File: src/rtl/config_sequencer_if.sv
// Host-side and broadcast-side signal bundle of the configuration sequencer.
// The host drives the table/start controls, and the sequencer drives status and the config bus.
interface config_sequencer_if #(
    parameter int NUM_BLOCKS = 4,
    parameter int MAX_CHAINS = 4
) ();
    localparam int ADDR_W = $clog2(NUM_BLOCKS * 2 * MAX_CHAINS);

    logic                  wr_en;
    logic [ADDR_W-1:0]     wr_addr;
    logic [7:0]            wr_data;
    logic                  wr_ready;
    logic                  start;
    logic [NUM_BLOCKS-1:0] load_mask;
    logic                  tracing_en;
    logic                  busy;
    logic                  done;
    logic                  tracing;
    logic [7:0]            configId;
    logic [7:0]            configData;

    modport master (
        output wr_en, wr_addr, wr_data, start, load_mask, tracing_en,
        input  wr_ready, busy, done, tracing, configId, configData
    );

    modport slave (
        input  wr_en, wr_addr, wr_data, start, load_mask, tracing_en,
        output wr_ready, busy, done, tracing, configId, configData
    );
endinterface

File: src/rtl/config_sequencer.sv
// Reprograms the instrumentation blocks. On start it drops tracing and drains in-flight data.
// It then streams each selected block's table bytes under that block's config ID, and finally restores tracing.
module config_sequencer #(
    parameter int NUM_BLOCKS      = 4,
    parameter int MAX_CHAINS      = 4,
    parameter int FIRST_CONFIG_ID = 1,
    parameter int IDLE_CONFIG_ID  = 255,
    parameter int DRAIN_CYCLES    = 2
) (
    input  logic              clk,
    input  logic              resetn,
    config_sequencer_if.slave bus
);
    localparam int BYTES_PER_BLOCK = 2 * MAX_CHAINS;
    localparam int DEPTH           = NUM_BLOCKS * BYTES_PER_BLOCK;
    localparam int ADDR_W          = $clog2(DEPTH);
    localparam int BLK_W           = $clog2(NUM_BLOCKS) + 1;
    localparam int BYTE_W          = $clog2(BYTES_PER_BLOCK) + 1;
    localparam int DRAIN_W         = $clog2(DRAIN_CYCLES + 1);

    localparam logic [7:0]         IDLE_ID    = 8'(IDLE_CONFIG_ID);
    localparam logic [BLK_W-1:0]   NO_BLK     = BLK_W'(NUM_BLOCKS);
    localparam logic [BYTE_W-1:0]  BYTE_LAST  = BYTE_W'(BYTES_PER_BLOCK - 1);
    localparam logic [DRAIN_W-1:0] DRAIN_LAST = DRAIN_W'(DRAIN_CYCLES - 1);
    localparam logic [ADDR_W:0]    DEPTH_L    = (ADDR_W + 1)'(DEPTH);

    typedef enum logic [1:0] {
        ST_IDLE  = 2'd0,
        ST_DRAIN = 2'd1,
        ST_LOAD  = 2'd2,
        ST_FLUSH = 2'd3
    } state_t;

    state_t                state_r;
    logic [7:0]            mem_r [DEPTH];
    logic                  tracing_r;
    logic [7:0]            config_id_r;
    logic [7:0]            config_data_r;
    logic                  busy_r;
    logic                  done_r;
    logic                  wr_ready_r;
    logic [NUM_BLOCKS-1:0] mask_r;
    logic [BLK_W-1:0]      blk_r;
    logic [BYTE_W-1:0]     byte_r;
    logic [DRAIN_W-1:0]    drain_cnt_r;
    logic [BLK_W-1:0]      first_sel_s;
    logic [BLK_W-1:0]      next_sel_s;

    // Lowest selected block index at or above 'from'. It returns NO_BLK when none remain, so the index never wraps.
    function automatic logic [BLK_W-1:0] next_sel(input logic [NUM_BLOCKS-1:0] mask,
                                                  input logic [BLK_W-1:0]      from);
        logic [BLK_W-1:0] sel;
        sel = NO_BLK;
        for (int k = NUM_BLOCKS - 1; k >= 0; k--) begin
            if (mask[k] && (BLK_W'(k) >= from)) begin
                sel = BLK_W'(k);
            end
        end
        return sel;
    endfunction

    function automatic logic [ADDR_W-1:0] tbl_addr(input logic [BLK_W-1:0]  blk,
                                                   input logic [BYTE_W-1:0] idx);
        return ADDR_W'(int'(blk) * BYTES_PER_BLOCK + int'(idx));
    endfunction

    function automatic logic [7:0] blk_id(input logic [BLK_W-1:0] blk);
        return 8'(FIRST_CONFIG_ID + int'(blk));
    endfunction

    assign first_sel_s = next_sel(mask_r, {BLK_W{1'b0}});
    assign next_sel_s  = next_sel(mask_r, blk_r + BLK_W'(1));

    // Firmware table: cleared on reset, written by the host only while no pass is running
    always_ff @(posedge clk) begin
        if (!resetn) begin
            for (int i = 0; i < DEPTH; i++) begin
                mem_r[i] <= 8'h00;
            end
        end else if (bus.wr_en && !busy_r && ({1'b0, bus.wr_addr} < DEPTH_L)) begin
            mem_r[bus.wr_addr] <= bus.wr_data;
        end
    end

    // Pass sequencer: every output is loaded one edge ahead of the cycle it describes
    always_ff @(posedge clk) begin
        if (!resetn) begin
            state_r       <= ST_IDLE;
            tracing_r     <= 1'b0;
            config_id_r   <= IDLE_ID;
            config_data_r <= 8'h00;
            busy_r        <= 1'b0;
            done_r        <= 1'b0;
            wr_ready_r    <= 1'b1;
            mask_r        <= {NUM_BLOCKS{1'b0}};
            blk_r         <= {BLK_W{1'b0}};
            byte_r        <= {BYTE_W{1'b0}};
            drain_cnt_r   <= {DRAIN_W{1'b0}};
        end else begin
            done_r <= 1'b0;
            case (state_r)
                ST_IDLE: begin
                    config_id_r   <= IDLE_ID;
                    config_data_r <= 8'h00;
                    if (bus.start) begin
                        mask_r      <= bus.load_mask;
                        drain_cnt_r <= {DRAIN_W{1'b0}};
                        tracing_r   <= 1'b0;
                        busy_r      <= 1'b1;
                        wr_ready_r  <= 1'b0;
                        state_r     <= ST_DRAIN;
                    end else begin
                        tracing_r   <= bus.tracing_en;
                        busy_r      <= 1'b0;
                        wr_ready_r  <= 1'b1;
                    end
                end
                ST_DRAIN: begin
                    if (drain_cnt_r == DRAIN_LAST) begin
                        if (first_sel_s != NO_BLK) begin
                            state_r       <= ST_LOAD;
                            blk_r         <= first_sel_s;
                            byte_r        <= {BYTE_W{1'b0}};
                            config_id_r   <= blk_id(first_sel_s);
                            config_data_r <= mem_r[tbl_addr(first_sel_s, {BYTE_W{1'b0}})];
                        end else begin
                            state_r       <= ST_FLUSH;
                        end
                    end else begin
                        drain_cnt_r <= drain_cnt_r + DRAIN_W'(1);
                    end
                end
                ST_LOAD: begin
                    if (byte_r == BYTE_LAST) begin
                        // Back-to-back blocks: the ID change alone restarts the receivers' byte counters
                        if (next_sel_s != NO_BLK) begin
                            blk_r         <= next_sel_s;
                            byte_r        <= {BYTE_W{1'b0}};
                            config_id_r   <= blk_id(next_sel_s);
                            config_data_r <= mem_r[tbl_addr(next_sel_s, {BYTE_W{1'b0}})];
                        end else begin
                            state_r       <= ST_FLUSH;
                            config_id_r   <= IDLE_ID;
                            config_data_r <= 8'h00;
                        end
                    end else begin
                        byte_r        <= byte_r + BYTE_W'(1);
                        config_data_r <= mem_r[tbl_addr(blk_r, byte_r + BYTE_W'(1))];
                    end
                end
                ST_FLUSH: begin
                    state_r       <= ST_IDLE;
                    config_id_r   <= IDLE_ID;
                    config_data_r <= 8'h00;
                    tracing_r     <= bus.tracing_en;
                    busy_r        <= 1'b0;
                    wr_ready_r    <= 1'b1;
                    done_r        <= 1'b1;
                end
                default: begin
                    state_r       <= ST_IDLE;
                    tracing_r     <= 1'b0;
                    config_id_r   <= IDLE_ID;
                    config_data_r <= 8'h00;
                    busy_r        <= 1'b0;
                    wr_ready_r    <= 1'b1;
                end
            endcase
        end
    end

    assign bus.tracing    = tracing_r;
    assign bus.configId   = config_id_r;
    assign bus.configData = config_data_r;
    assign bus.busy       = busy_r;
    assign bus.done       = done_r;
    assign bus.wr_ready   = wr_ready_r;
endmodule

File: src/flat_wrapper.sv
// flat-port wrapper written by rule: the top's interface ports become plain ports
module config_sequencer_flat 
#(
    parameter int NUM_BLOCKS      = 4,
    parameter int MAX_CHAINS      = 4,
    parameter int FIRST_CONFIG_ID = 1,
    parameter int IDLE_CONFIG_ID  = 255,
    parameter int DRAIN_CYCLES    = 2
)
  (clk, resetn, bus_wr_en, bus_wr_addr, bus_wr_data, bus_start, bus_load_mask, bus_tracing_en, bus_wr_ready, bus_busy, bus_done, bus_tracing, bus_configId, bus_configData);
  config_sequencer_if #(.NUM_BLOCKS(NUM_BLOCKS), .MAX_CHAINS(MAX_CHAINS)) bus_i ();
  input  logic clk;
  input  logic resetn;
  input wire logic [$bits(bus_i.wr_en)-1:0] bus_wr_en;
  input wire logic [$bits(bus_i.wr_addr)-1:0] bus_wr_addr;
  input wire logic [$bits(bus_i.wr_data)-1:0] bus_wr_data;
  input wire logic [$bits(bus_i.start)-1:0] bus_start;
  input wire logic [$bits(bus_i.load_mask)-1:0] bus_load_mask;
  input wire logic [$bits(bus_i.tracing_en)-1:0] bus_tracing_en;
  output wire logic [$bits(bus_i.wr_ready)-1:0] bus_wr_ready;
  output wire logic [$bits(bus_i.busy)-1:0] bus_busy;
  output wire logic [$bits(bus_i.done)-1:0] bus_done;
  output wire logic [$bits(bus_i.tracing)-1:0] bus_tracing;
  output wire logic [$bits(bus_i.configId)-1:0] bus_configId;
  output wire logic [$bits(bus_i.configData)-1:0] bus_configData;
  assign bus_i.wr_en = bus_wr_en;
  assign bus_i.wr_addr = bus_wr_addr;
  assign bus_i.wr_data = bus_wr_data;
  assign bus_i.start = bus_start;
  assign bus_i.load_mask = bus_load_mask;
  assign bus_i.tracing_en = bus_tracing_en;
  assign bus_wr_ready = bus_i.wr_ready;
  assign bus_busy = bus_i.busy;
  assign bus_done = bus_i.done;
  assign bus_tracing = bus_i.tracing;
  assign bus_configId = bus_i.configId;
  assign bus_configData = bus_i.configData;
  config_sequencer #(.NUM_BLOCKS(NUM_BLOCKS), .MAX_CHAINS(MAX_CHAINS), .FIRST_CONFIG_ID(FIRST_CONFIG_ID), .IDLE_CONFIG_ID(IDLE_CONFIG_ID), .DRAIN_CYCLES(DRAIN_CYCLES)) u_core (.clk(clk), .resetn(resetn), .bus(bus_i));
endmodule
File: config.mk
export PLATFORM = sky130hd
export DESIGN_NAME = config_sequencer_flat
export DESIGN_NICKNAME = d
export VERILOG_FILES = /design/src/rtl/config_sequencer_if.sv /design/src/rtl/config_sequencer.sv /design/src/flat_wrapper.sv
export SDC_FILE = /design/constraint.sdc
export NUM_CORES = 1
export LEC_CHECK = 0
export ABC_CLOCK_PERIOD_IN_PS = 4100
export CAP_MARGIN = 25
export CELL_PAD_IN_SITES_DETAIL_PLACEMENT = 0
export CELL_PAD_IN_SITES_GLOBAL_PLACEMENT = 1
export CORE_MARGIN = 4
export CORE_UTILIZATION = 50
export CTS_CLUSTER_DIAMETER = 100
export DETAILED_ROUTE_END_ITERATION = 8
export HOLD_SLACK_MARGIN = 0.15
export PLACE_DENSITY = 0.87
export SLEW_MARGIN = 25
export SYNTH_ARGS = -nofsm -noshare
export SYNTH_HDL_FRONTEND = slang
export SYNTH_SLANG_ARGS = --single-unit
File: constraint.sdc
create_clock -name clk -period 4.1 [get_ports clk]
set_clock_uncertainty 0.1 [all_clocks]
set_input_delay 0.615 -clock clk [delete_from_list [all_inputs] [get_ports clk]]
set_output_delay 0.615 -clock clk [all_outputs]
set_load 0.02 [all_outputs]
; Yosys cells after proc, flatten, opt, wreduce, memory -nomap -nowiden
; Memories as Yosys holds them, arrays and structs flattened.
; Index checks and enable logic that the tools add are counted.
[word_totals]
memories = 1
ram_bits = 256
inputBits = 22
reg_bits = 35
word_cells = 107
[mem_list]
columns = name, depth, width, read_ports, rd_clocked_by_memory_dff, write_ports, line_no
row1 = u_core.mem_r, 32, 8, 3, 0, 32, config_sequencer.sv:35  ; logic [7:0] mem_r [DEPTH];
[classes]
n_reduce_logical = 19
magnitude_cmp = 4
n_mux = 51
n_eq_ne = 15
n_addsub = 6
[op_table]
columns = operator, count
row1 = $mux W8, 9
row2 = $pmux W8 S3, 2
row3 = $mux W3, 12
row4 = $mux W4, 4
row5 = $mux W2, 6
row6 = $mux W1, 10
row7 = $ne A3 B3 Y1 const B, 3
row8 = $add A1 B3 Y4 const A, 2
row9 = $ne A2 B1 Y1 const B, 4
row10 = $pmux W2 S4, 1
row11 = $pmux W4 S2, 1
row12 = $reduce_and A4 Y1, 2
row13 = $reduce_or A8 Y1, 1
row14 = $ge A1 B3 Y1 const A, 2
row15 = $ge A2 B3 Y1 const A, 2
row16 = $ne A2 B2 Y1 const B, 3
row17 = $pmux W1 S2, 3
row18 = $pmux W3 S2, 1
row19 = $reduce_and A3 Y1, 2
row20 = $reduce_bool A2 Y1, 3
row21 = $add A5 B4 Y5, 1
row22 = $logic_and A1 B1 Y1, 5
row23 = $mux W5, 1
row24 = $reduce_and A5 Y1, 1
row25 = other kinds (11), 14

; Depth between registers and ports, before layout
; Gate-level depths: netlist of the first run.
[logic_depth]
depth_word = 11
depth_mapped = 14
depth_no_buf = 11

; Least setup slack after synthesis of the first run
; OpenSTA, ideal clock, no wires.
[synth_timing]
path_type = register to register
start = reg u_core.blk_r[0]
end = reg u_core.config_id_r[1], in the netlist u_core.bus.configId[1]
required_time_ns = 3.864
slack_ns = 0.858
stages_incl_launch_ff = 14
synth_period_minus_slack_ns = 3.242
n_path_buf = 2
arrival_time_ns = 3.006
path_cell_list = dfxtp_1 inv_1 ha_1 nand2b_1 and2_1 clkbuf_1 or4_1 ha_1 and2_1 a31oi_1 buf_2 o21ai_1 a31oi_1 o211ai_1
[synth_via]
elab_chain_len = 11
elab_cells_between_ends = 18
classes_between = 2 x add/sub / 4 x order compare / 1 x eq/ne / 7 x mux / 4 x reduce/logical
[synth_rtl]
columns = item, line_no
row1 = "start, declared", config_sequencer.sv:43  ; logic [BLK_W-1:0] blk_r;
row2 = "start signal, assigned", config_sequencer.sv:96  ; blk_r <= {BLK_W{1'b0}};
row3 = "start signal, assigned", config_sequencer.sv:122  ; blk_r <= first_sel_s;
row4 = "start signal, assigned", config_sequencer.sv:137  ; blk_r <= next_sel_s;
row5 = $add A3 B1 Y3 (*), config_sequencer.sv:72  ; assign next_sel_s = next_sel(mask_r, blk_r + BLK_W'(1));
row6 = $ge A2 B3 Y1, config_sequencer.sv:55  ; if (mask[k] && (BLK_W'(k) >= from)) begin
row7 = $logic_and A1 B1 Y1, config_sequencer.sv:55
row8 = $mux W3 (3 in series), config_sequencer.sv:55
row9 = $mux W3 (*), config_sequencer.sv:55
row10 = $add A1 B3 Y4 or $ne A3 B3 Y1 (tied branches), "config_sequencer.sv:68, config_sequencer.sv:136"
row11 = $mux W8 (*), config_sequencer.sv:136  ; if (next_sel_s != NO_BLK) begin
row12 = $mux W8 (*), config_sequencer.sv:134  ; if (byte_r == BYTE_LAST) begin
row13 = $pmux W8 S3 (*), config_sequencer.sv:101  ; case (state_r)
row14 = "end signal, assigned", config_sequencer.sv:124  ; config_id_r <= blk_id(first_sel_s);
row15 = "end signal, assigned", config_sequencer.sv:139  ; config_id_r <= blk_id(next_sel_s);
row16 = "end, declared", config_sequencer.sv:37  ; logic [7:0] config_id_r;
; Every way passes the cells marked *; elsewhere a longest branch is shown, timed or not. The select of a mux whose other input is x is not followed.
; A chain may end at the register's enable or synchronous reset.

; Worst setup path in the final report of the first run
[layout_timing]
start = reg u_core.blk_r[0]
end = reg u_core.state_r[0]
[layout_via]
elab_chain_len = 10
elab_cells_between_ends = 16
classes_between = 1 x add/sub / 4 x order compare / 2 x eq/ne / 4 x mux / 5 x reduce/logical
[layout_rtl]
columns = item, line_no
row1 = $add A3 B1 Y3 (*), config_sequencer.sv:72
row2 = $ge A2 B3 Y1, config_sequencer.sv:55
row3 = $logic_and A1 B1 Y1, config_sequencer.sv:55
row4 = $mux W3 (3 in series), config_sequencer.sv:55
row5 = $mux W3 (*), config_sequencer.sv:55
row6 = $ne A3 B3 Y1 (*), config_sequencer.sv:136
row7 = $ne A2 B2 Y1 (no line) (*), -
row8 = $reduce_and A4 Y1 (no line) (*), -
row9 = "end signal, assigned", config_sequencer.sv:142  ; state_r <= ST_FLUSH;
row10 = "end signal, assigned", config_sequencer.sv:152  ; state_r <= ST_IDLE;
row11 = "end signal, assigned", config_sequencer.sv:161  ; state_r <= ST_IDLE;
row12 = "end, declared", config_sequencer.sv:34  ; state_t state_r;
; Every way passes the cells marked *; elsewhere a longest branch is shown, timed or not.

==> impl_metrics.csv, run 1 <==
group,metric,value,unit
status,status,"completed",
yosys,post-synth-top-area-cell,"edfxtp_1",
floorplanning,die_area,0.0321,mm^2
cts,cts_buffers,31,
yosys,yosysTopAreaCellShare,52.5,%
floorplanning,die_x,179,um
detailed_routing,dr.pass1.iters,6,
sta,fin_crit_sh,89.1,%
yosys,synth_ff_type,"edfxtp_1",
sta,setup_viol,0,
setup_path,cp_slowest_stage_delay,0.63,ns
sta,slew_violations,0,
setup_path,critPathKind,"flop to flop",
global_routing,grt_pass1_wl,58900,um
placed_design,hpwl,26000,um
detailed_routing,antenna_left,0,
floorplanning,start_util,50.8,%
cts,cts_setup_buffers,0,
yosys,netlist_instances,1193,
yosys,yosysWarnings,0,
yosys,syn_avg_cell_area,12.3,um^2
cts,cts_max_level,1,
cts,cts_hold_buffers,0,
run,drv_cap,0,
cells_and_area,area_growth,13.8,%
sta,max_freq,0.274,GHz
setup_path,cpMaxStageDelayCell,"or4_1",
placed_design,gp_congestion,0.883,
power_and_ir_drop,irDropWorstVdd,0.318,mV
setup_path,cp_top_family,"simple AND/OR/NAND/NOR gates",
sta,grt_setup_unrepaired,"no",
detailed_routing,post_drt_wl_per_cell,23.3,um
global_routing,antenna_found_initial,0,
sta,tns,0,ns
detailed_routing,finalWirelength,38400,um
setup_path,critPathMaxFanout,16,
cts,path_clk_slew,0.06,ns
floorplanning,core,0.0288,mm^2
floorplanning,core.rowCount,62,
detailed_routing,vias_per_cell,6.02,
cells_and_area,multi_input_area,0.00588,mm^2
global_routing,grt_max_degree,68,
sta,timing.final.crit_period,3.65,ns
setup_path,cp_num_buf_inv,2,
sta,hold_viol,0,
detailed_routing,vias,9914,
cells_and_area,diodes,0,
yosys,synth_cell_types,73,
global_routing,grt-ovfl-total,0,
detailed_routing,remaining_drc_errors,0,
setup_path,cp_data_arrival_time,3.99,ns
power_and_ir_drop,p_per_area,493,mW/mm^2
yosys,synth_area_leaders,"edfxtp_1, and2_1, mux4_2",
sta,timing.slew.headroom,32.8,%
global_routing,groute.usage.overall,24.5,%
detailed_routing,drtIter0Drc,1106,
placed_design,numPortBuffers,41,
cts,clockBufferDepth,3,
cts,clk_latency,0.56,ns
cts,cts-resized-gates,0,
cells_and_area,register_area,0.00833,mm^2
cells_and_area,final_nets,1276,
setup_path,r2r_slack,0.45,ns
yosys,syn_nets,1230,
sta,worst_pin_slew,1.00,ns
cts,tritoncts,"yes",
yosys,async_reset_ff_share,0,%
cts,clock-sinks,288,
cells_and_area,fillCellCount,2329,
cells_and_area,layout-drive-gt1-share,14.9,%
cts,cts_root_buffer,"clkbuf_16",
global_routing,grt_pass1_vias,9746,
setup_path,cp-start-kind,"flop",
yosys,syn_area,0.0146,mm^2
floorplanning,io_pins,42,
setup_path,cp-end-kind,"flop",
yosys,yosys_register_bits,288,
yosys,seq_area_frac_synth,56.9,%
min_path,hold_class,"flop to flop",
power_and_ir_drop,power.total,8.21,mW
setup_path,required,4.44,ns
floorplanning,die_h,179,um
yosys,synth_edf_count,256,
power_and_ir_drop,power_leakage,5.89,nW
setup_path,cp_cell_sequence,"inv_1 > ha_1 > nand2b_1 > and2_1 > or4_1 > ha_1 > and2_1 > a31oi_1 > buf_4 > o21a_1 > a2bb2oi_1 > a211oi_1",
-- worst register-to-register path, delay by kind of cell, from the launching register on --
family,cells,cell delay [ns]
AOI/OAI and AO/OA,4,0.75
adders and majority gates,2,0.58
and+or+nand+nor,4,1.26
DFF,1,0.48
buffers and inverters,2,0.36
-- state kept, by name (all words and copies together) (netlist names) --
name and cells:
u_core.mem_r 256, u_core.bus.configData 8, u_core.bus.configId 5, u_core.byte_r 4, u_core.mask_r 4, u_core.blk_r 3
u_core.drain_cnt_r 2, u_core.state_r 2, u_core.bus.busy 1, u_core.bus.done 1, u_core.bus.tracing 1, u_core.bus.wr_ready 1
-- power by group --
group / switching, mW / internal, mW
logic: 1.16 / 0.743
registers: 0.150 / 3.37
clock network: 1.16 / 1.63
total: 2.47 / 5.74
-- cell type report --
class | count | area share [%]
flip-flops and latches | 288 | 50.0
multi-input cells | 798 | 35.3
repair buffers | 106 | 5.44
clock buffers | 35 | 4.75
well taps | 384 | 2.89
clock inverters | 22 | 1.28
inverters | 14 | 0.316
-- synth_stat cells, types with 5 or more instances --
| cell | instances |
|---|---|
| o311ai_1 | 8 |
| edfxtp_1 | 256 |
| dfxtp_1 | 32 |
| a311oi_1 | 8 |
| nor2_1 | 66 |
| o21ai_0 | 59 |
| mux2i_1 | 21 |
| mux4_2 | 41 |
| buf_2 | 27 |
| o22ai_1 | 7 |
| inv_1 | 13 |
| and2_1 | 260 |
| a21oi_1 | 22 |
| mux2_2 | 20 |
| nand4_1 | 14 |
| o211ai_1 | 10 |
| ha_1 | 15 |
| a2111oi_0 | 7 |
| nor3_1 | 6 |
| nor3b_1 | 5 |
| nor2b_1 | 21 |
| nand2_1 | 45 |
| buf_4 | 6 |
| o2111ai_1 | 7 |
| nand3_1 | 42 |
| a211oi_1 | 10 |
| or3_1 | 5 |
| and3b_1 | 7 |
| a22oi_1 | 11 |
| nand3b_1 | 5 |
| clkbuf_1 | 57 |
-- per-layer routing --
layer | track usage, % | part of all wire, % | wire (um) | up-vias
met4 | 6.27 | 2.4 | 929 | 0
met3 | 3.75 | 8.5 | 3260 | 64
met1 | 35.1 | 42 | 16200 | 4870
met2 | 39.4 | 47 | 18000 | 454
li1 | - | - | - | 4526
met5 | 0 | 0 | 0 | -
-- stage by stage --
step / utilization, % / worst slack [ns] / area (um^2) / hold slack (ns) / cells
floorplan: - / 0.858 / 14600 / 0.344 / 1193
global placement: 54.4 / 0.584 / 15700 / 0.330 / 1590
detailed placement: 54.4 / 0.458 / 15700 / 0.352 / 1590
CTS: 57.9 / 0.440 / 16700 / 0.362 / 1647
global route: 57.9 / 0.184 / 16700 / 0.392 / 1647
finish: 57.9 / 0.445 / 16700 / 0.355 / 1647
-- placed cells by master, fill, tap and decap left out, types with 5 or more instances in the layout --
| cell type | instances |
|---|---|
| a2111oi_0 | 7 |
| a211oi_1 | 10 |
| a21oi_1 | 22 |
| a22oi_1 | 11 |
| a311oi_1 | 8 |
| and2_1 | 260 |
| and3b_1 | 7 |
| buf_4 | 64 |
| clkbuf_16 | 31 |
| clkdlybuf4s50_1 | 40 |
| clkinv_1 | 8 |
| clkinv_2 | 7 |
| dfxtp_1 | 31 |
| edfxtp_1 | 256 |
| ha_1 | 14 |
| inv_1 | 13 |
| mux2_2 | 20 |
| mux2i_1 | 21 |
| mux4_2 | 41 |
| nand2_1 | 45 |
| nand3_1 | 42 |
| nand3b_1 | 5 |
| nand4_1 | 14 |
| nor2_1 | 66 |
| nor2b_1 | 21 |
| nor3_1 | 6 |
| nor3b_1 | 5 |
| o2111ai_1 | 7 |
| o211ai_1 | 10 |
| o21ai_0 | 59 |
| o22ai_1 | 7 |
| o311ai_1 | 8 |
| or3_1 | 5 |
-- worst paths after layout --
kind	to	cells after the start	from
setup / recovery	u_core.state_r[0]$_SDFFE_PN0P_	12	u_core.blk_r[0]$_SDFFE_PN0P_
hold / removal	u_core.bus.configId[3]$_SDFFE_PN1P_	2	u_core.bus.configId[3]$_SDFFE_PN1P_
setup reg to reg	u_core.state_r[0]$_SDFFE_PN0P_	12	u_core.blk_r[0]$_SDFFE_PN0P_
hold reg to reg	u_core.bus.configId[3]$_SDFFE_PN1P_	2	u_core.bus.configId[3]$_SDFFE_PN1P_
-- kinds of logic after synthesis --
family                     after synthesis  synth area share, %
AOI/OAI and AO/OA                      188                 8.87
DFF                                    288                 56.9
muxes                                   82                 9.29
buffers and inverters                  107                 3.13
and+or+nand+nor                        506                 20.1
xor gates and xnor gates                 7                0.419
adders and majority gates               15                 1.28
Power figures use the tool's default switching activity.
==> inputs of run 2 (changes only) <==
--- a/config.mk
+++ b/config.mk
@@ -5,6 +5,7 @@
 export SDC_FILE = /design/constraint.sdc
 export NUM_CORES = 1
 export LEC_CHECK = 0
+export ABC_AREA = 0
 export ABC_CLOCK_PERIOD_IN_PS = 4100
 export CAP_MARGIN = 25
 export CELL_PAD_IN_SITES_DETAIL_PLACEMENT = 0
@@ -12,6 +13,7 @@
 export CORE_MARGIN = 4
 export CORE_UTILIZATION = 50
 export CTS_CLUSTER_DIAMETER = 100
+export CTS_CLUSTER_SIZE = 8
 export DETAILED_ROUTE_END_ITERATION = 8
 export HOLD_SLACK_MARGIN = 0.15
 export PLACE_DENSITY = 0.87
==> impl_metrics.csv, run 2 (synthesis gave the netlist of run 1 again) <==
group,metric,value,unit
status,status,"completed",
setup_path,cpMaxStageDelayCell,"or4_1",
cells_and_area,diodes,0,
cells_and_area,top_register,"u_core.mem_r",
sta,grt_setup_unrepaired,"no",
floorplanning,die_x,179,um
setup_path,cp_cell_sequence,"inv_1 > ha_1 > nand2b_1 > and2_1 > or4_1 > ha_1 > and2_1 > a31oi_1 > buf_4 > o21a_1 > a2bb2oi_1 > a211oi_1",
detailed_routing,antenna_left,0,
detailed_routing,post_drt_wl_per_cell,23.4,um
setup_path,cp-end-kind,"flop",
cts,path_clk_slew,0.05,ns
cells_and_area,final_nets,1286,
cts,clock-sinks,288,
sta,hold_viol,0,
cts,cts_root_buffer,"clkbuf_16",
sta,slew_violations,0,
setup_path,critPathMaxFanout,16,
min_path,hold_class,"flop to flop",
floorplanning,die_area,0.0321,mm^2
cells_and_area,final_util,58.3,%
floorplanning,start_util,50.8,%
setup_path,cp_slowest_stage_delay,0.63,ns
cts,clockBufferDepth,3,
sta,timing.slew.headroom,33.9,%
cts,clk_latency,0.53,ns
power_and_ir_drop,p_per_area,505,mW/mm^2
global_routing,grt_pass1_vias,9842,
global_routing,groute.usage.overall,24.6,%
cts,cts_setup_buffers,0,
min_path,min_to,"u_core.bus.configId[3]$_SDFFE_PN1P_",
detailed_routing,drtIter0Drc,1079,
cells_and_area,instances_no_fill,1647,
cts,cts_hold_buffers,0,
setup_path,startpoint,"u_core.blk_r[0]$_SDFFE_PN0P_",
setup_path,reg2reg_from,"u_core.blk_r[0]$_SDFFE_PN0P_",
run,drv_cap,0,
sta,max_freq,0.272,GHz
global_routing,antenna_found_initial,0,
setup_path,cp_data_arrival_time,3.97,ns
setup_path,cp_num_buf_inv,2,
setup_path,r2r_cells,12,
min_path,worstHoldStart,"u_core.bus.configId[3]$_SDFFE_PN1P_",
floorplanning,die_h,179,um
setup_path,cp-start-kind,"flop",
sta,tns,0,ns
global_routing,grt_max_degree,68,
detailed_routing,dr.pass1.iters,5,
placed_design,hpwl,26000,um
cells_and_area,largest_register_ffs,256,
detailed_routing,vias_per_cell,6.05,
cells_and_area,final_common_cell,"and2_1",
power_and_ir_drop,power_leakage,5.96,nW
sta,worst_pin_slew,0.984,ns
cells_and_area,layout_common_cells,"and2_1, edfxtp_1, nor2_1",
cells_and_area,fillCellCount,2306,
cts,cts_buffers,41,
placed_design,gp_congestion,0.883,
detailed_routing,vias,9961,
global_routing,grt-ovfl-total,0,
floorplanning,core.rowCount,62,
setup_path,cp_top_family,"simple AND/OR/NAND/NOR gates",
cts,cts_max_level,2,
floorplanning,io_pins,42,
floorplanning,core,0.0288,mm^2
global_routing,grt_pass1_wl,59000,um
setup_path,r2r_slack,0.43,ns
sta,timing.final.crit_period,3.67,ns
detailed_routing,remaining_drc_errors,0,
sta,setup_viol,0,
detailed_routing,finalWirelength,38500,um
power_and_ir_drop,irDropWorstVdd,0.346,mV
cells_and_area,layout-drive-gt1-share,14.7,%
cells_and_area,area_growth,14.7,%
cts,cts-resized-gates,0,
min_path,worstHoldPathCells,2,
setup_path,required,4.40,ns
placed_design,placed_cells,1590,
setup_path,critPathKind,"flop to flop",
cts,tritoncts,"yes",
placed_design,numPortBuffers,41,
setup_path,r2r-end,"u_core.state_r[0]$_SDFFE_PN0P_",
sta,fin_crit_sh,89.6,%
run 2: changes by cell type in the layout (fill, tap and decap cells not counted), sizes merged:
cell	before	now
bufinv	4	0
clkbuf	35	55
clkinv	16	2
clkinvlp	3	0
inv	13	14
run 2: worst reg2reg max path: stages, from the launching register on:
cell,delay (ns)
dfxtp_1,0.47
inv_1,0.10
ha_1,0.34
nand2b_1,0.14
and2_1,0.36
or4_1,0.63
ha_1,0.24
and2_1,0.14
a31oi_1,0.33
buf_4,0.26
o21a_1,0.19
a2bb2oi_1,0.19
a211oi_1,0.06
run 2: report_power, final:
group / switching, mW / internal [mW] / total, mW
Sequential: 0.150 / 3.38 / 3.53
Clock: 1.19 / 1.85 / 3.04
Combinational: 1.16 / 0.743 / 1.90
Total: 2.50 / 5.97 / 8.47
run 2: metal layers:
| layer | share of wire (%) | track usage [%] | vias up | wire length (um) |
|---|---|---|---|---|
| li1 | - | - | 4539 | - |
| met1 | 42 | 35.1 | 4871 | 16300 |
| met2 | 47 | 38.7 | 479 | 18000 |
| met3 | 8.3 | 4.56 | 72 | 3210 |
| met4 | 2.6 | 7.45 | 0 | 994 |
| met5 | 0 | 0 | - | 0 |
run 2: how the worst max path moves through the flow:
stage	depth (start not counted)	endpoint	slack, ns
floorplan	13	u_core.bus.configId[1]$_SDFFE_PN1P_	0.86
global placement	12	u_core.state_r[0]$_SDFFE_PN0P_	0.58
detailed placement	12	u_core.state_r[0]$_SDFFE_PN0P_	0.46
CTS	12	u_core.state_r[0]$_SDFFE_PN0P_	0.45
global route	12	u_core.state_r[0]$_SDFFE_PN0P_	0.19
finish	12	u_core.state_r[0]$_SDFFE_PN0P_	0.43
run 2: metrics by stage:
stage / area [um^2] / power (mW) / hold slack [ns] / worst slack, ns
2_1_floorplan: 14600 / 4.81 / 0.344 / 0.858
3_3_place_gp: 15700 / 5.44 / 0.330 / 0.584
3_5_place_dp: 15700 / 5.46 / 0.352 / 0.458
4_1_cts: 16800 / 8.49 / 0.360 / 0.450
5_1_grt: 16800 / 8.82 / 0.391 / 0.188
6_report: 16800 / 8.47 / 0.353 / 0.427
run 2: area by class of cell:
type                            instances  area [um^2]  share of cell area [%]
Inverter                               14         52.6                   0.313
Sequential cell                       288         8330                    49.6
Clock inverter                          2         36.3                   0.216
Multi-Input combinational cell        798         5880                    35.0
Tap cell                              384          480                    2.86
Clock buffer                           55         1100                    6.55
Timing Repair Buffer                  106          906                    5.40
